==> config.mk <==
export PLATFORM = sky130hd
export DESIGN_NAME = piso_serializer
export DESIGN_NICKNAME = d
export VERILOG_FILES = /design/src/rtl/piso_pkg.sv /design/src/rtl/piso_hold_buf.sv /design/src/rtl/piso_serializer.sv
export SDC_FILE = /design/constraint.sdc
export NUM_CORES = 1
export LEC_CHECK = 0
export CAP_MARGIN = 5
export CORE_AREA = 5 5 55 57
export DETAILED_ROUTE_END_ITERATION = 8
export DIE_AREA = 0 0 60 62
export PLACE_DENSITY = 0.85
export SETUP_SLACK_MARGIN = 0.1
export SLEW_MARGIN = 25
export SYNTH_ARGS = -nofsm -noshare
export SYNTH_HDL_FRONTEND = slang
export SYNTH_SLANG_ARGS = --single-unit
==> constraint.sdc <==
create_clock -name clk -period 3.89 [get_ports clk]
set_input_delay 0.389 -clock clk [delete_from_list [all_inputs] [get_ports clk]]
set_output_delay 0.389 -clock clk [all_outputs]
set_load 0.03 [all_outputs]
==> src/rtl/piso_pkg.sv <==
// Shared types and helpers for the parallel-in/serial-out serializer.
package piso_pkg;

    typedef enum logic [0:0] {
        IDLE,
        SHIFT
    } piso_state_t;

    // Bit-index width; a 2-bit word still needs one index bit.
    function automatic int unsigned idx_width(input int unsigned width);
        return (width <= 2) ? 1 : $clog2(width);
    endfunction

endpackage

==> src/rtl/piso_hold_buf.sv <==
// One-entry holding register that parks the next word while the current one shifts.
module piso_hold_buf #(
    parameter int unsigned Width = 8
) (
    input  logic             clk_i,
    input  logic             rst_i,
    input  logic             load_i,
    input  logic [Width-1:0] data_i,
    input  logic             take_i,
    output logic [Width-1:0] data_o,
    output logic             full_o
);

    logic [Width-1:0] data_q, data_d;
    logic             full_q, full_d;

    always_comb begin
        data_d = data_q;
        full_d = full_q;
        if (load_i) begin
            data_d = data_i;
            full_d = 1'b1;
        end else if (take_i) begin
            full_d = 1'b0;
        end
    end

    always_ff @(posedge clk_i) begin
        if (rst_i) begin
            data_q <= '0;
            full_q <= 1'b0;
        end else begin
            data_q <= data_d;
            full_q <= full_d;
        end
    end

    assign data_o = data_q;
    assign full_o = full_q;

endmodule

==> src/rtl/piso_serializer.sv <==
// Parametrised PISO serializer: valid/ready load, one-word holding buffer for
// gap-free streaming, bit-rate enable, selectable bit order and framing flags.
module piso_serializer
    import piso_pkg::*;
#(
    parameter int unsigned WIDTH      = 8,
    parameter bit          MSB_FIRST  = 1'b1,
    parameter bit          IDLE_LEVEL = 1'b0
) (
    input  logic             clk,
    input  logic             rst,
    input  logic             shift_en,
    input  logic [WIDTH-1:0] load_data,
    input  logic             load_valid,
    output logic             load_ready,
    output logic             ser_out,
    output logic             ser_valid,
    output logic             ser_first,
    output logic             ser_last,
    output logic             busy
);

    localparam int unsigned     IdxW    = idx_width(WIDTH);
    localparam logic [IdxW-1:0] LastIdx = IdxW'(WIDTH - 1);

    piso_state_t      state_q, state_d;
    logic [WIDTH-1:0] sreg_q, sreg_d;
    logic [IdxW-1:0]  idx_q, idx_d;
    logic             ser_q, ser_d;
    logic [IdxW-1:0]  pos;

    logic             accept;
    logic             hload, htake, hfull;
    logic [WIDTH-1:0] hdata;

    assign load_ready = !hfull && !rst;
    assign accept     = load_valid && load_ready;

    piso_hold_buf #(
        .Width(WIDTH)
    ) u_hold_buf (
        .clk_i  (clk),
        .rst_i  (rst),
        .load_i (hload),
        .data_i (load_data),
        .take_i (htake),
        .data_o (hdata),
        .full_o (hfull)
    );

    always_comb begin
        state_d = state_q;
        sreg_d  = sreg_q;
        idx_d   = idx_q;
        hload   = 1'b0;
        htake   = 1'b0;
        unique case (state_q)
            IDLE: begin
                if (accept) begin
                    sreg_d  = load_data;
                    idx_d   = '0;
                    state_d = SHIFT;
                end
            end
            SHIFT: begin
                if (shift_en && (idx_q == LastIdx)) begin
                    // Word boundary: buffered word first, then a same-edge bypass.
                    idx_d = '0;
                    if (hfull) begin
                        sreg_d = hdata;
                        htake  = 1'b1;
                    end else if (accept) begin
                        sreg_d = load_data;
                    end else begin
                        state_d = IDLE;
                    end
                end else begin
                    if (shift_en) begin
                        idx_d = idx_q + IdxW'(1);
                    end
                    hload = accept;
                end
            end
            default: state_d = IDLE;
        endcase

        // The serial bit is computed from next state so it leaves a flop.
        pos   = MSB_FIRST ? (LastIdx - idx_d) : idx_d;
        ser_d = (state_d == SHIFT) ? sreg_d[pos] : IDLE_LEVEL;
    end

    always_ff @(posedge clk) begin
        if (rst) begin
            state_q <= IDLE;
            sreg_q  <= '0;
            idx_q   <= '0;
            ser_q   <= IDLE_LEVEL;
        end else begin
            state_q <= state_d;
            sreg_q  <= sreg_d;
            idx_q   <= idx_d;
            ser_q   <= ser_d;
        end
    end

    assign ser_out   = ser_q;
    assign ser_valid = (state_q == SHIFT);
    assign ser_first = ser_valid && (idx_q == '0);
    assign ser_last  = ser_valid && (idx_q == LastIdx);
    assign busy      = ser_valid || hfull;

endmodule

==> run summary <==
Between clock sinks in the finished design, the worst skew comes to 0.00222 ns. By area the synthesized netlist is led by sky130_fd_sc_hd__dfxtp_1 35%, sky130_fd_sc_hd__mux2i_1 11%, sky130_fd_sc_hd__a221oi_1 5.6%. In the routed layout, each cell is associated on average with a via count of 6.39. Entering global routing, the biggest net connects 33 pins.

For the number of levels in the clock H-tree, the log shows 1. The type of the worst setup path is flop to output port. Once detail routing completed, the nets flagged for antenna violations numbered 0. The initial core utilization is 51.9%. For the last weighted congestion value of the routability-driven placer, the log shows 0.909. For the final routed database, the setup TNS stands at 0 ns. The internal portion of the total power is 0.359 mW.

The data required time of the critical path was 3.50 ns; the via count was 1111. The path with the worst hold slack has its endpoint at u_hold_buf.data_o[2]$_SDFFE_PP0P_. For this design, the sink count on the clock tree is 22. The final hold violation count came out at 0.

After routing the design area is 0.00145 mm2. The type of origin of the critical path is a flop. For the count of pins over their slew limit, the log shows 0.

Summed over all instances, the cell type with the most area after synthesis is sky130_fd_sc_hd__dfxtp_1. The run finished with clean final reports. The number of synthesis warnings is 0.

The cell area after placement is 0.00141 mm2. The worst hold path startpoint is u_hold_buf.data_o[2]$_SDFFE_PP0P_. From bottom edge to top edge, the die measures 62 um. For the tightest slew margin relative to the limit, the log shows 62.9%. The tightest min-delay check is of the flop to flop type.

The number of remaining DRC errors was 0. The share of total power dissipated in sequential elements is 50.9%. For the area of the mapped netlist, the log shows 0.00126 mm2.

Across all register-to-register paths, the minimum setup slack is 1.56 ns. The total inserted antenna cells is 0. TritonCTS built the clock tree. After synthesis, the netlist uses 38 different library cells. In this run the count of I/O pins placed on the die edge is 18. In this run the tool buffered the top-level ports with 17 buffer cells. Max-cap violations in this run came to 0. The post-cts repair resize count came out at 0. The tools report the starting DRC count in detailed routing as 27. The HPWL after detailed placement is 2070 um. In the global route stage, overall resource usage came out at 17.0%. The register bit count reported by yosys was 22.

Counting every instance in the synthesized netlist gives 135. The most used flip-flop cell after synthesis is sky130_fd_sc_hd__dfxtp_1. Global-route wire length before repair: 4700 um. For the logic gate share of total power, the log shows 24.2%.

The logs give 0.31 ns for the clock latency reported for the late side of the worst-skew pair and 1000 for the number of global-route vias before repair. For the number of antenna violations at the first check in global routing, the log shows 0. In this run the biggest area consumer among cell types represents 34.9% of the synthesized area. In this run the static leakage power is 0.594 nW. For the die outline area, the log shows 0.00372 mm2. After layout, the worst path uses 66.7% of the clock period.

The synthesized design contains 0 enable-type register cells. Counting the buffers created by CTS gives 3. The commonest cells after synthesis are 22 x sky130_fd_sc_hd__dfxtp_1, 14 x sky130_fd_sc_hd__mux2i_1, 13 x sky130_fd_sc_hd__nor2_1.

At the pin with the least slew margin, the transition time is 0.557 ns. Setup repair after global routing left no endpoint under its margin. Power spread over the standard cell area amounts to 356 mW/mm2.

The post-CTS setup repair buffer count was 0. Relative to the synthesized area, the layout overhead comes to 14.6%. After synthesis, the share of flip-flops with an asynchronous set or reset is 0%. The worst setup path is captured at an output port. Of the cells placed in the final design, the portion with a size suffix greater than 1 is 8.33%. The analysis attributes to net switching a power of 0.156 mW. The number of nets in the synthesized netlist was 150; the fill cell total of the finished layout was 220.

In this run the critical register-to-register path is launched from idx_q[0]$_SDFF_PP0_. The data arrival time of the worst path is 2.20 ns. In the final routed layout, each cell accounts on average for 16.2 um. For the worst flop-to-flop path, the logic depth is 7. Summed over all layers, the global routing overflow is 0.

For the total setup violations reported at the end of the flow, the log shows 0. The worst flop-to-flop path endpoint was ser_out$_SDFF_PP0_. The net count of the finished layout is 160.

In this run, post-CTS hold repair placed 0 buffers. Derived from the worst setup path, the maximum achievable clock frequency is 386 MHz. The tools report the number of detailed-routing iterations run before antenna repair as 4. A synthesized cell averages 9.35 um2. For this run, the register share of the synthesized area comes to 34.9%. The depth of the worst hold-timing path came out at 2.

In the post-synthesis netlist, the cell with the most instances is sky130_fd_sc_hd__dfxtp_1. The maximum fanout along the worst path works out to 13. After detailed routing, the total wire length is 2820 um. The core region is 0.00243 mm2. The maximum root-to-sink buffer count was 2; the width of the die was 60 um. VDD sags by at most 0.283 mV.

The sequential cells in the finished layout cover a total of 442 um2. The tree is rooted in a sky130_fd_sc_hd__clkbuf_4. The clock period could shrink to 2.59 ns. For the row count, the log shows 18. The multi-input combinational cells in the finished layout cover a total of 734 um2. The switching portion of total power came out at 30.3%.

The clock transition at the register clock pins on the worst setup and hold paths after CTS came out at 0.12 ns. Of the total power, the clock network draws 24.8%.
## final cells by class
class	instances	area share, %
flip-flops and latches	22	30.5
repair buffers	18	12.3
well taps	30	2.60
inverters	5	1.30
multi-input cells	95	50.8
clock buffers	4	2.51
## cells in the final DEF, fill, tap and decap left out, types with 2 or more instances in the layout
cell,instances
sky130_fd_sc_hd__nand4b_1,2
sky130_fd_sc_hd__mux2i_1,14
sky130_fd_sc_hd__clkdlybuf4s50_1,17
sky130_fd_sc_hd__o21ai_1,2
sky130_fd_sc_hd__a221oi_1,8
sky130_fd_sc_hd__nand3b_1,4
sky130_fd_sc_hd__and4b_1,3
sky130_fd_sc_hd__a21oi_1,4
sky130_fd_sc_hd__nand2_1,2
sky130_fd_sc_hd__dfxtp_1,21
sky130_fd_sc_hd__and2_1,2
sky130_fd_sc_hd__o21a_1,3
sky130_fd_sc_hd__nor3b_1,2
sky130_fd_sc_hd__a211oi_1,8
sky130_fd_sc_hd__nor2_1,13
sky130_fd_sc_hd__clkbuf_4,3
sky130_fd_sc_hd__ha_1,3
sky130_fd_sc_hd__nor4bb_1,2
sky130_fd_sc_hd__inv_1,5
sky130_fd_sc_hd__o22ai_1,5
sky130_fd_sc_hd__o311a_1,2
## through the flow
step	instances	total power, mW	util (%)	worst slack (ns)	hold WS, ns
3_5_place_dp	170	0.392	57.9	1.18	0.491
5_1_grt	174	0.542	59.5	1.15	0.545
2_1_floorplan	135	0.352	-	1.89	0.456
4_1_cts	174	0.518	59.4	1.22	0.521
3_3_place_gp	170	0.387	57.9	1.27	0.470
6_report	174	0.515	59.5	1.30	0.519
## state kept, by name, summed over array words and instances, names as in the netlist
signal	count
sreg_q	8
u_hold_buf.data_o	8
idx_q	3
ser_out	1
ser_valid	1
u_hold_buf.full_o	1
## power by group through the flow
stage	Clock [mW]	Sequential [mW]	Combinational [mW]
final	0.128	0.262	0.125
after global routing	0.142	0.265	0.135
after CTS	0.131	0.262	0.125
after detailed placement	0	0.267	0.125
after global placement	0	0.266	0.122
after floorplan	0	0.259	0.0931
## worst max path at each step
stage,start,endpoint,slack [ns],depth (start not counted)
global placement,rst,ser_out$_SDFF_PP0_,1.27,6
CTS,ser_valid$_SDFF_PP0_,ser_first,1.22,2
detailed placement,rst,ser_out$_SDFF_PP0_,1.18,6
floorplan,ser_valid$_SDFF_PP0_,ser_first,1.89,4
finish,idx_q[0]$_SDFF_PP0_,ser_last,1.30,4
global route,idx_q[0]$_SDFF_PP0_,ser_last,1.15,4
## logic make-up after synthesis
| kind of cell | synth area share (%) |
|---|---|
| AOI/OAI and AO/OA | 23.9 |
| and+or+nand+nor | 19.1 |
| DFF | 34.9 |
| buffers and inverters | 6.94 |
| muxes | 12.2 |
| adders and majority gates | 2.97 |
## critical path: stages, from the launching register on
cell and delay (ns):
sky130_fd_sc_hd__dfxtp_1 0.44, sky130_fd_sc_hd__ha_1 0.18, sky130_fd_sc_hd__ha_1 0.41, sky130_fd_sc_hd__and2_1 0.19
sky130_fd_sc_hd__clkdlybuf4s50_1 0.67
## metal layers
layer	part of all wire, %	global-route usage, %	wire length (um)	up-vias
li1	-	-	-	538
met1	44	21.4	1230	538
met2	50	27.8	1420	31
met3	4.6	4.55	129	4
met4	1.1	6.33	31	0
met5	0	0	0	-
Note: power is estimated with default switching activity, not from simulation.
